--- src/rtl/blink_pkg.sv ---
// Shared types and constants for the LED blink sequencer.
package blink_pkg;

   // Display mode, stepped in declaration order by the mode button
   typedef enum logic [1:0] {
      MODE_BLINK = 2'd0,
      MODE_CHASE = 2'd1,
      MODE_COUNT = 2'd2,
      MODE_OFF   = 2'd3
   } mode_t;

   // Speed index: 0 is fastest, SPEED_MAX slowest (period doubles per step)
   localparam int SPEED_W = 3;
   localparam logic [SPEED_W-1:0] SPEED_MAX = 3'd7;

   // Mode that follows m; OFF wraps back to BLINK
   function automatic mode_t next_mode(input mode_t m);
      logic [1:0] v;
      v = m;
      v = v + 2'd1;
      return mode_t'(v);
   endfunction

endpackage

--- src/rtl/button_debounce.sv ---
// Two-flop synchroniser, stability debouncer and rising-edge press pulse
// for one asynchronous push button.
module button_debounce #(
   parameter int DEBOUNCE_CYCLES = 12000
) (
   input  logic CLK,
   input  logic RST_N,
   input  logic raw,
   output logic level,
   output logic press
);

   localparam int CNT_W = $clog2(DEBOUNCE_CYCLES);
   localparam logic [CNT_W-1:0] CNT_LAST = CNT_W'(DEBOUNCE_CYCLES - 1);

   logic             meta;
   logic             sync;
   logic [CNT_W-1:0] count;
   logic             accept;

   // Bring the raw button into the clock domain
   always_ff @(posedge CLK or negedge RST_N) begin
      if (!RST_N) begin
         meta <= 1'b0;
         sync <= 1'b0;
      end else begin
         meta <= raw;
         sync <= meta;
      end
   end

   // The new value is taken on the last of DEBOUNCE_CYCLES consecutive differing samples
   assign accept = (sync != level) && (count == CNT_LAST);

   // Count consecutive samples that disagree with the accepted level
   always_ff @(posedge CLK or negedge RST_N) begin
      if (!RST_N) begin
         count <= '0;
         level <= 1'b0;
      end else if (sync == level) begin
         count <= '0;
      end else if (accept) begin
         count <= '0;
         level <= sync;
      end else begin
         count <= count + CNT_W'(1);
      end
   end

   // One-cycle pulse on the edge where the level goes high; holding gives no more
   assign press = accept && sync;

endmodule

--- src/rtl/blink_sequencer.sv ---
// LED pattern sequencer: three debounced buttons select the display mode
// and the tick rate; the pattern register steps once per tick.
module blink_sequencer
   import blink_pkg::*;
#(
   parameter int N_LEDS          = 5,
   parameter int DIV_BASE        = 500000,
   parameter int DEBOUNCE_CYCLES = 12000
) (
   input  logic              CLK,
   input  logic              RST_N,
   input  logic              BTN1,
   input  logic              BTN2,
   input  logic              BTN3,
   output logic [N_LEDS-1:0] LEDS
);

   // Wide enough for DIV_BASE << SPEED_MAX minus one
   localparam int DIV_W = $clog2(DIV_BASE) + 7;

   logic               press_mode;
   logic               press_fast;
   logic               press_slow;
   mode_t              mode;
   mode_t              mode_next;
   logic [SPEED_W-1:0] speed;
   logic [SPEED_W-1:0] speed_next;
   logic               speed_change;
   logic [DIV_W:0]     period;
   logic [DIV_W-1:0]   period_last;
   logic [DIV_W-1:0]   div_count;
   logic               tick;
   logic [N_LEDS-1:0]  pattern;
   logic [N_LEDS-1:0]  pattern_step;
   logic [N_LEDS-1:0]  pattern_init;

   button_debounce #(.DEBOUNCE_CYCLES(DEBOUNCE_CYCLES)) u_btn_mode (
      .CLK   (CLK),
      .RST_N (RST_N),
      .raw   (BTN1),
      .level (),
      .press (press_mode)
   );

   button_debounce #(.DEBOUNCE_CYCLES(DEBOUNCE_CYCLES)) u_btn_fast (
      .CLK   (CLK),
      .RST_N (RST_N),
      .raw   (BTN2),
      .level (),
      .press (press_fast)
   );

   button_debounce #(.DEBOUNCE_CYCLES(DEBOUNCE_CYCLES)) u_btn_slow (
      .CLK   (CLK),
      .RST_N (RST_N),
      .raw   (BTN3),
      .level (),
      .press (press_slow)
   );

   // Mode state register
   always_ff @(posedge CLK or negedge RST_N) begin
      if (!RST_N) mode <= MODE_BLINK;
      else        mode <= mode_next;
   end

   // Mode advances one step per mode-button press
   always_comb begin
      mode_next = mode;
      if (press_mode) mode_next = next_mode(mode);
   end

   // Mode-dependent outputs: next pattern on a tick, and load value on entry
   always_comb begin
      pattern_init = '0;
      if (mode_next == MODE_CHASE) pattern_init = N_LEDS'(1);
      case (mode)
         MODE_BLINK: pattern_step = ~pattern;
         MODE_CHASE: pattern_step = {pattern[N_LEDS-2:0], pattern[N_LEDS-1]};
         MODE_COUNT: pattern_step = pattern + N_LEDS'(1);
         default:    pattern_step = '0;
      endcase
   end

   // Saturating speed update; opposing presses in one cycle cancel
   always_comb begin
      speed_next = speed;
      if (press_fast && !press_slow && (speed != '0))
         speed_next = speed - SPEED_W'(1);
      else if (press_slow && !press_fast && (speed != SPEED_MAX))
         speed_next = speed + SPEED_W'(1);
   end

   assign speed_change = (speed_next != speed);

   // Speed index register
   always_ff @(posedge CLK or negedge RST_N) begin
      if (!RST_N) speed <= '0;
      else        speed <= speed_next;
   end

   // Tick on the last count of the current period
   assign period      = (DIV_W+1)'(DIV_BASE) << speed;
   assign period_last = DIV_W'(period - (DIV_W+1)'(1));
   assign tick        = (div_count == period_last);

   // Divider restarts on a tick, on a mode change and on an effective speed change
   always_ff @(posedge CLK or negedge RST_N) begin
      if (!RST_N)
         div_count <= '0;
      else if (press_mode || speed_change || tick)
         div_count <= '0;
      else
         div_count <= div_count + DIV_W'(1);
   end

   // Pattern register: a mode change takes priority over a coincident tick
   always_ff @(posedge CLK or negedge RST_N) begin
      if (!RST_N)
         pattern <= '0;
      else if (press_mode)
         pattern <= pattern_init;
      else if (tick)
         pattern <= pattern_step;
   end

   assign LEDS = pattern;

endmodule

--- config.mk ---
export PLATFORM = sky130hd
export DESIGN_NAME = blink_sequencer
export DESIGN_NICKNAME = d
export VERILOG_FILES = /design/src/rtl/blink_pkg.sv /design/src/rtl/button_debounce.sv /design/src/rtl/blink_sequencer.sv
export SDC_FILE = /design/constraint.sdc
export NUM_CORES = 1
export LEC_CHECK = 0
export ABC_AREA = 1
export CAP_MARGIN = 40
export CORE_ASPECT_RATIO = 1.75
export CORE_MARGIN = 4
export CORE_UTILIZATION = 56
export DETAILED_ROUTE_END_ITERATION = 8
export DONT_BUFFER_PORTS = 1
export GPL_TIMING_DRIVEN = 0
export PLACE_DENSITY_LB_ADDON = 0.05
export SYNTH_ARGS = -nofsm -noshare
export SYNTH_HDL_FRONTEND = slang
export SYNTH_HIERARCHICAL = 1
export SYNTH_SLANG_ARGS = --single-unit
--- constraint.sdc ---
create_clock -name CLK -period 6.55 [get_ports CLK]
set_clock_uncertainty 0.05 [all_clocks]
set_input_delay 0 -clock CLK [delete_from_list [all_inputs] [get_ports CLK]]
set_output_delay 0 -clock CLK [all_outputs]
set_load 0.1 [all_outputs]
# [After elaboration in Yosys (flattened, before gate mapping)]
# Index checks and enable logic that the tools add are counted.
[totals] wordCells=79 input_bits=5 regBits=87 output_inout_bits=5
[op_classes] reduce_logical=20 n_shift=1 muxes=14 bitwise=4 eq_ne=15 n_addsub=9
[op_table] op="$mux 14" n=6
[op_table] op="$add 14x1->14 const B" n=3
[op_table] op="$eq 14x14->1 const B" n=3
[op_table] op="$add 26x1->26 const B" n=1
[op_table] op="$eq 26x26->1" n=1
[op_table] op="$mux 26" n=1
[op_table] op="$shl 19x3->26 const A" n=1
[op_table] op="$sub 26x1->26 const B" n=1
[op_table] op="$pmux 5 s3" n=1
[op_table] op="$logic_and 1x1->1" n=10
[op_table] op="$mux 5" n=2
[op_table] op="$mux 3" n=2
[op_table] op="$reduce_and 2->1" n=3
[op_table] op="$add 5x1->5 const B" n=1
[op_table] op="$not 5->5" n=1
[op_table] op="$eq 2x1->1 const B" n=2
[op_table] op="$add 3x1->3 const B" n=1
[op_table] op="$eq 1x1->1" n=3
[op_table] op="$ne 1x1->1" n=3
[op_table] op="$ne 3x3->1" n=1
[op_table] op="$ne 3x3->1 const B" n=1
[op_table] op="$not 1->1" n=3
[op_table] op="$reduce_bool 3->1" n=1
[op_table] op="$sub 3x1->3 const B" n=1
[op_table] op="8 further kinds" n=10

# [Longest topological paths before layout]
# Gate-level depths: netlist (run 1).
[depth] ltp_word=12 mapped_depth=17

# [Modules after synthesis]
# Netlist (run 1), hierarchy kept.
[modules_own_cells] mod="blink_sequencer" seq_area_each_um2=900.9 n_inst=1 cells_per_inst=442 area_each_um2=3009.1
[modules_own_cells] mod="button_debounce" seq_area_each_um2=425.4 n_inst=3 cells_per_inst=124 area_each_um2=998.5

# [Worst setup path after synthesis (run 1)]
# OpenSTA, ideal clock, no wires.
[synth_path] path_kind="register to register" startpoint="reg speed[1]" endpoint="reg div_count[13]" arrival_time_ns=2.326 n_path_buf=1 stages_incl_launch_ff=17 synth_period_minus_slack_ns=2.499 path_slack_ns=4.051 cell_sequence="dfrtp_1 -> inv_1 -> ha_1 -> ha_1 -> inv_1 -> nand2_1 -> nor2_4 -> nand3_1 -> nand2_1 -> nand2_1 -> nand2_1 -> nand2_1 -> nor3_4 -> nand3_4 -> nand3_4 -> buf_6 -> nor2_2"
[synth_via] elab_chain_cells=8 elab_cells_between_ends=15 cone_classes="add/sub (3); eq/ne (3); shift (1); mux (3); reduce/logical (5)"
[synth_rtl] element="start, declared" line="blink_sequencer.sv:26" source="logic [SPEED_W-1:0] speed;"
[synth_rtl] element="start signal, assigned" line="blink_sequencer.sv:99" source="else speed <= speed_next;"
[synth_rtl] element="branches (longest 6 deep; another with $sub 26x1->26)"
[synth_rtl] element="$logic_or 1x1->1 (*)" line="blink_sequencer.sv:111" source="else if (press_mode || speed_change || tick)"
[synth_rtl] element="$mux 26 (*)" line="blink_sequencer.sv:111"
[synth_rtl] element="end signal, assigned" line="blink_sequencer.sv:114" source="div_count <= div_count + DIV_W'(1);"
[synth_rtl] element="end, declared" line="blink_sequencer.sv:31" source="logic [DIV_W-1:0] div_count;"
# Mark *: on every way between the ends.
# A chain may end at the register's enable or synchronous reset.

# [Worst setup path in the final report (run 1)]
[layout_path] startpoint="reg speed[1]" endpoint="reg div_count[5]"
# Same word-level chain as after synthesis.

==> flow_summary.toml, run 1 <==
[worst_setup_path]
endpoint = "div_count[5]"
crit_family = "simple AND/OR/NAND/NOR gates"
path_class = "register to register"
cp-start-kind = "register"
setup.worst_path.start = "speed[1]"
worstPathArrival_ns = 3.33
crit_path_top_delay_cell = "dfrtp_1"
r2r-end = "div_count[5]"
max_stage_delay_ns = 0.59
end_kind = "register"
critPathBufInv = 3
r2r_cells = 14
path_max_fanout = 12
cp_data_required_time_ns = 6.73
crit_cells = 14
worstReg2RegStart = "speed[1]"
reg2reg_slack_ns = 3.39
cp_cell_sequence = "inv_1 -> ha_1 -> ha_1 -> inv_1 -> nand2_1 -> nor2_4 -> nand4_1 -> nand3_1 -> nand2_1 -> nor3_4 -> nand3_4 -> nand3_4 -> buf_6 -> nor2_2"

[clock_tree]
cts_max_level = 3
cts_resized = 0
clock_latency_ns = 0.34
clockRootBuffer = "clkbuf_16"
cts_tree = "built"
cts.sinks = 87
ctsHoldBuffers = 5
clockBufferDepth = 2
post-cts-setup-buffers = 0
clk_pin_slew_ns = 0.06
cts_buffers = 9

[final_layout]
design_area_um2 = 6750
diodes = 0
drive_above_1_share = 0.132
nets = 865
fin_cells = 971
area_growth_syn_to_layout_pct = 12.3

[placement]
portBuffers = 0
dpl.hpwl_mm = 10.5
dp_cells = 950
place_ws_ns = 3.42
placed_area_um2 = 6350
place.gp.congestion = 0.907

[sta]
slew_headroom = 0.697
setup_violations = 0
hold_viol_final = 0
maxSlewViolCount = 0
rsz0062_at_grt = "false"
fin_setup_tns_ns = 0
hold_ws_ns = 0.164
worstMarginPinSlew_ns = 0.451
fmax_mhz = 317
fin_ws_ns = 3.39
fin_crit_sh = 0.482
fin_crit_ns = 3.16

[logic_synthesis]
netlist_instances = 814
yosys-top-cells-count = "207 x nand2_1, 126 x inv_1, 87 x dfrtp_1"
synth_top_area_frac = 0.363
synth_area_um2 = 6000
ys_seq_elements = 87
synth_area_leaders = "dfrtp_1 36%, nand2_1 13%, inv_1 7.9%, nand3_1 7.1%, nor2_1 5.3%"
syn_nets = 840
async_reset_ff_frac = 1.00
ys.flop_type = "dfrtp_1"
yosysWarnings = 6
yosysMostFrequentCell = "nand2_1"
avgSynthCellArea_um2 = 7.38
synth_edf_count = 0
yosys.area.top_type = "dfrtp_1"
synth_cell_types = 34
yosysSeqAreaShare = 0.363

[detailed_routing]
drt-pass1-iter-count = 4
post-route-drc-count = 0
drt-initial-drc-count = 184
routed_wl_mm = 13.4
vias = 5133
via_per_inst = 5.29
ant_nets = 0
wl_per_cell_um = 13.8

[die]
row_count = 49
core_um2 = 10400
dieArea_um2 = 12500
die_w_um = 86.3
die_h_um = 145
ios = 10
start_util = 0.580

[pwr]
power.density_nw_per_um2 = 170
vdd_drop_max_mv = 0.159
leakagePower_nw = 3.30

[worst_hold_path]
min_path_type = "input port to register"

[global_routing]
grt_overflow = 0
track_usage = 0.233
grt_max_degree = 88
grt_pass1_wl_mm = 23.5
grt_pass1_vias = 5259
antenna_found_initial = 0

[job]
max_cap_viol_count = 0

[run_status]
status = "complete, no violations"
-- cell families after synthesis --
| kind of cell | after synthesis | share of synthesized area |
|---|---|---|
| xor gates and xnor gates | 35 | 0.0511 |
| and+or+nand+nor | 491 | 0.405 |
| buffers and inverters | 135 | 0.0894 |
| DFF | 87 | 0.363 |
| adders and majority gates | 21 | 0.0438 |
| AOI/OAI and AO/OA | 45 | 0.0479 |
-- state kept, by name, indices dropped and copies added, names as in the netlist, 2 cells and up --
signal,cells
div_count,26
u_btn_fast/count,14
u_btn_mode/count,14
u_btn_slow/count,14
LEDS,5
speed,3
mode,2
-- cells in the final DEF (no fill, tap or decap), types with 5 or more instances in the layout --
cell	n
a21oi_1	8
buf_16	6
buf_6	8
clkbuf_16	9
dfrtp_1	87
ha_1	21
inv_1	126
nand2_1	207
nand2_2	15
nand2_4	6
nand3_1	85
nand3_4	5
nand3b_1	10
nand4_1	18
nor2_1	84
nor2_2	30
nor2_4	11
nor3_1	7
nor3b_1	9
o21ai_0	15
o21ai_1	5
xnor2_1	7
xor2_1	28
-- metal layers --
| layer | track usage | up-vias | wire length (um) |
|---|---|---|---|
| met5 | 0 | - | 0 |
| met4 | 0.149 | 0 | 809 |
| met3 | 0.0346 | 49 | 309 |
| met2 | 0.412 | 80 | 7200 |
| met1 | 0.252 | 2385 | 5040 |
| li1 | - | 2619 | - |
-- worst min path at each step --
stage	from	to	slack (ns)	cells past startpoint
after floorplan	RST_N	LEDS[0]	-0.35	0
after global placement	RST_N	speed[0]	-0.34	0
after detailed placement	RST_N	speed[2]	-0.34	0
after CTS	BTN2	u_btn_fast/meta	0.15	1
after global routing	BTN1	u_btn_mode/meta	0.16	1
final	BTN2	u_btn_fast/meta	0.16	1
-- layout make-up --
class / instances / area [um2]
Buffer: 4 / 45.0
Sequential cell: 87 / 2180
Multi-Input combinational cell: 592 / 3290
Clock inverter: 6 / 92.6
Timing Repair Buffer: 14 / 250
Fill cell: 929 / 3620
Clock buffer: 10 / 239
Inverter: 131 / 492
Tap cell: 127 / 159
-- metrics by stage --
stage | utilization | total power, mW
global placement | 0.595 | 0.580
detailed placement | 0.612 | 0.581
CTS | 0.651 | 1.17
global route | 0.651 | 1.19
floorplan | - | 0.576
finish | 0.651 | 1.15
-- power breakdown --
part           internal (mW)  switching (mW)  leakage (nW)
combinational         0.0102          0.0246          1.96
clock                  0.347           0.216         0.161
sequential             0.544         0.00622          1.18
Power figures use the tool's default switching activity.
==> run 2: changes to the inputs <==
==> constraint.sdc (replaced) <==
create_clock -name CLK -period 3.3 [get_ports CLK]
set_clock_uncertainty 0.05 [all_clocks]
set_input_delay 0 -clock CLK [delete_from_list [all_inputs] [get_ports CLK]]
set_output_delay 0 -clock CLK [all_outputs]
set_load 0.1 [all_outputs]
==> flow_summary.toml, run 2 (synthesis gave the netlist of run 1 again) <==
[run_status]
status = "complete, no violations"

[clock_tree]
cts_tree = "built"
cts.sinks = 87
clock_latency_ns = 0.34
cts_max_level = 3
clockBufferDepth = 2
clockRootBuffer = "clkbuf_16"
cts_buffers = 9
clk_pin_slew_ns = 0.06

[global_routing]
grt_max_degree = 88
grt_pass1_vias = 5259
track_usage = 0.233
grt_pass1_wl_mm = 23.5
grt_overflow = 0
antenna_found_initial = 0

[die]
row_count = 49
core_um2 = 10400
die_h_um = 145
start_util = 0.580
die_w_um = 86.3
ios = 10
dieArea_um2 = 12500

[final_layout]
diodes = 0
nets = 865
final_core_util = 0.651
final_cell_mix = "207 x nand2_1, 126 x inv_1, 85 x dfrtp_1, 85 x nand3_1, 84 x nor2_1"
fillerInstances = 928
top_register = "div_count"
drive_above_1_share = 0.134
area_growth_syn_to_layout_pct = 12.4
final_common_cell = "nand2_1"
largest_register_ffs = 26

[sta]
setup_violations = 0
fmax_mhz = 332
hold_viol_final = 0
worstMarginPinSlew_ns = 0.451
fin_ws_ns = 0.292
fin_crit_sh = 0.912
slew_headroom = 0.697
rsz0062_at_grt = "false"
fin_crit_ns = 3.01
fin_setup_tns_ns = 0
maxSlewViolCount = 0
hold_ws_ns = 0.164

[worst_hold_path]
hold_depth = 1
min_path_type = "input port to register"

[detailed_routing]
wl_met3_um = 309
wl_met2_mm = 7.21
ant_nets = 0
drt-pass1-iter-count = 4
top_layer = "met4"
drt-initial-drc-count = 184
vias = 5133
met1_length_mm = 5.03
post-route-drc-count = 0
via_per_inst = 5.29
wl_per_cell_um = 13.8
routed_wl_mm = 13.4

[pwr]
leakagePower_nw = 3.30
vdd_drop_max_mv = 0.315
total_power_mw = 2.28
power.density_nw_per_um2 = 338

[worst_setup_path]
path_max_fanout = 12
worstPathArrival_ns = 3.19
cp_data_required_time_ns = 3.48
cp-start-kind = "register"
path_class = "register to register"
reg2reg_slack_ns = 0.29
r2r_cells = 14
end_kind = "register"

[placement]
place_ws_ns = 0.175
place.gp.congestion = 0.907
portBuffers = 0
dpl.hpwl_mm = 10.5

[job]
max_cap_viol_count = 0
## run 2: where the power goes
group / switching, mW / internal [mW] / total, mW
sequential: 0.0124 / 1.08 / 1.09
combinational: 0.0488 / 0.0202 / 0.0690
clock: 0.428 / 0.689 / 1.12
total: 0.490 / 1.79 / 2.28
## run 2: through the flow
stage,cell area [um2],cells
finish,6750,971
global route,6750,971
CTS,6750,971
detailed placement,6350,950
global placement,6160,941
floorplan,6000,814
## run 2: layout make-up
type / count / area [um2] / share of cell area
multi-input combinational: 592 / 3290 / 0.488
sequential: 87 / 2180 / 0.323
inverter: 131 / 492 / 0.0729
timing repair buffer: 14 / 250 / 0.0371
clock buffer: 10 / 239 / 0.0354
tap: 127 / 159 / 0.0235
clock inverter: 6 / 92.6 / 0.0137
buffer: 4 / 45.0 / 0.00668
## run 2: worst paths after layout
path,to,start
max reg2reg,div_count[5],speed[1]
min in group asynchronous,speed[2],RST_N
max,div_count[5],speed[1]
min reg2reg,u_btn_slow/sync,u_btn_slow/meta
max in group asynchronous,u_btn_mode/count[6],RST_N
min,u_btn_fast/meta,BTN2
## run 2: critical path: stages, from the launching register on
cell	delay, ns
dfrtp_2	0.50
inv_1	0.13
ha_1	0.26
ha_1	0.23
inv_1	0.15
nand2_1	0.11
nor2_4	0.12
nand4_1	0.19
nand3_1	0.14
nand2_1	0.09
nor3_4	0.32
nand3_4	0.20
nand3_4	0.17
buf_6	0.19
nor2_2	0.04
## run 2: timing repair
item	in CTS	in global routing
hold endpoints to repair	90	0
resized for setup	0	2
endpoints found under the setup margin	0	20
setup buffers	0	0
hold buffers	5	0
## run 2: metal layers
| metal | GRT usage | vias to the layer above |
|---|---|---|
| li1 | - | 2619 |
| met1 | 0.252 | 2385 |
| met2 | 0.412 | 80 |
| met3 | 0.0346 | 49 |
| met4 | 0.149 | 0 |
| met5 | 0 | - |
==> run 3: changes to the inputs <==
--- a/config.mk
+++ b/config.mk
@@ -10,10 +10,12 @@
 export CORE_ASPECT_RATIO = 1.75
 export CORE_MARGIN = 4
 export CORE_UTILIZATION = 56
+export CTS_BUF_LIST = sky130_fd_sc_hd__clkbuf_16
 export DETAILED_ROUTE_END_ITERATION = 8
 export DONT_BUFFER_PORTS = 1
 export GPL_TIMING_DRIVEN = 0
 export PLACE_DENSITY_LB_ADDON = 0.05
+export RECOVER_POWER = 50
 export SYNTH_ARGS = -nofsm -noshare
 export SYNTH_HDL_FRONTEND = slang
 export SYNTH_HIERARCHICAL = 1
==> constraint.sdc (replaced) <==
create_clock -name CLK -period 3.3 [get_ports CLK]
set_clock_uncertainty 0.05 [all_clocks]
set_input_delay 0.495 -clock CLK [delete_from_list [all_inputs] [get_ports CLK]]
set_output_delay 0.495 -clock CLK [all_outputs]
set_load 0.1 [all_outputs]
==> flow_summary.toml, run 3 (synthesis gave the netlist of run 1 again) <==
[sta]
slew_headroom = -0.453
worstMarginPinSlew_ns = 2.18
fin_crit_sh = 0.911
setup_violations = 0
fmax_mhz = 333
rsz0062_at_grt = "false"
maxSlewViolCount = 88
hold_viol_final = 0
fin_setup_tns_ns = 0
fin_crit_ns = 3.01

[global_routing]
grt_overflow = 0
grt_pass1_vias = 5229
grt_max_degree = 88
antenna_found_initial = 0
grt_pass1_wl_mm = 23.4
track_usage = 0.232

[die]
row_count = 49
dieArea_um2 = 12500
start_util = 0.580
die_h_um = 145
ios = 10
die_w_um = 86.3
core_um2 = 10400

[detailed_routing]
drt-pass1-iter-count = 4
vias = 5115
post-route-drc-count = 0
via_per_inst = 5.29
routed_wl_mm = 13.3
wl_per_cell_um = 13.7
drt-initial-drc-count = 178
ant_nets = 0

[worst_setup_path]
path_max_fanout = 12
worstReg2RegStart = "speed[1]"
cp_data_required_time_ns = 3.48
worstPathArrival_ns = 3.18
end_kind = "register"
setup.worst_path.start = "speed[1]"
path_class = "register to register"
cp-start-kind = "register"

[final_layout]
diodes = 0
nets = 861
final_common_cell = "nand2_1"
final_cell_mix = "207 x nand2_1, 126 x inv_1, 85 x dfrtp_1, 85 x nand3_1, 84 x nor2_1"
top_register = "div_count"
design_area_um2 = 6680
area_growth_syn_to_layout_pct = 11.2
drive_above_1_share = 0.133
fillerInstances = 934
largest_register_ffs = 26

[placement]
place.gp.congestion = 0.907
placed_area_um2 = 6350
portBuffers = 0
dpl.hpwl_mm = 10.5

[clock_tree]
cts_buffers = 9
cts.sinks = 87
cts_max_level = 3
clockRootBuffer = "clkbuf_16"
cts_tree = "built"
clk_pin_slew_ns = 0.06
clockBufferDepth = 2
post-cts-setup-buffers = 0
clock_latency_ns = 0.34

[pwr]
vdd_drop_max_mv = 0.315
clkPwrFrac = 0.487
switchingPower_uw = 488
pwr-share-seq = 0.486
power.density_nw_per_um2 = 337
p_int_mw = 1.76
comb_power_share = 0.027
swShare = 0.217
leakagePower_nw = 3.27

[run_status]
violations = "capacitance limit, slew limit"
status = "finished, violations left"

[job]
max_cap_viol_count = 1

[worst_hold_path]
hold_path.startpoint = "BTN1"
min_path_type = "input port to register"
-- run 3: cell types whose count changed in the layout (fill, tap and decap cells not counted) --
cell           delta
dlygate4sd3_1     -4
buf_16            -1
clkbuf_2          +1
clkbuf_8          -1
clkinv_1          +1
-- run 3: critical path: stages, from the launching register on --
cell,delay (ns)
dfrtp_2,0.49
inv_1,0.14
ha_1,0.26
ha_1,0.23
inv_1,0.15
nand2_1,0.11
nor2_4,0.12
nand4_1,0.19
nand3_1,0.14
nand2_1,0.09
nor3_4,0.32
nand3_4,0.20
nand3_4,0.17
buf_6,0.20
nor2_2,0.04
-- run 3: cell type report --
cell class	instances	area (um2)	share of cell area
plain buffers	4	45.0	0.00675
clock buffers	9	225	0.0337
clock inverters	7	96.3	0.0144
inverters	131	492	0.0737
multi-input cells	592	3290	0.493
flip-flops and latches	87	2180	0.327
well taps	127	159	0.0238
repair buffers	10	188	0.0281
-- run 3: final timing paths --
| check | end | depth (start not counted) | slack [ns] |
|---|---|---|---|
| max | div_count[9] | 14 | 0.29 |
| max reg2reg | div_count[9] | 14 | 0.29 |
| min reg2reg | u_btn_slow/sync | 0 | 0.30 |
| min in group asynchronous | speed[2] | 1 | 0.74 |
| max in group asynchronous | speed[1] | 1 | 1.07 |
| min | u_btn_mode/meta | 0 | 0.13 |
-- run 3: stage by stage --
stage / instances / util / power (mW) / hold WS, ns / setup WS (ns)
after global placement: 941 / 0.595 / 1.15 / 0.154 / 0.175
after global routing: 967 / 0.644 / 2.33 / 0.111 / 0.0416
after floorplan: 814 / - / 1.14 / 0.149 / 0.801
after CTS: 967 / 0.646 / 2.29 / 0.0198 / 0.162
after detailed placement: 950 / 0.612 / 1.15 / 0.154 / 0.175
final: 967 / 0.644 / 2.25 / 0.129 / 0.294
-- run 3: repair_timing --
action	4_1_cts	5_1_grt
hold buffers	1	0
setup endpoints to repair	0	20
hold endpoints to repair	87	0
resized for setup	0	2
-- run 3: metal layers --
layer,vias up,GRT usage,wire length (um)
met2,81,0.410,7140
li1,2614,-,-
met5,-,0,0
met3,50,0.0352,326
met1,2370,0.250,5010
met4,0,0.149,802
-- run 3: power by group through the flow --
stage          sequential (mW)  clock, mW  combinational [mW]
6_report                  1.09       1.09              0.0617
2_1_floorplan             1.11          0              0.0343
5_1_grt                   1.09       1.16              0.0737
3_5_place_dp              1.11          0              0.0416
4_1_cts                   1.09       1.13              0.0675
3_3_place_gp              1.11          0              0.0403
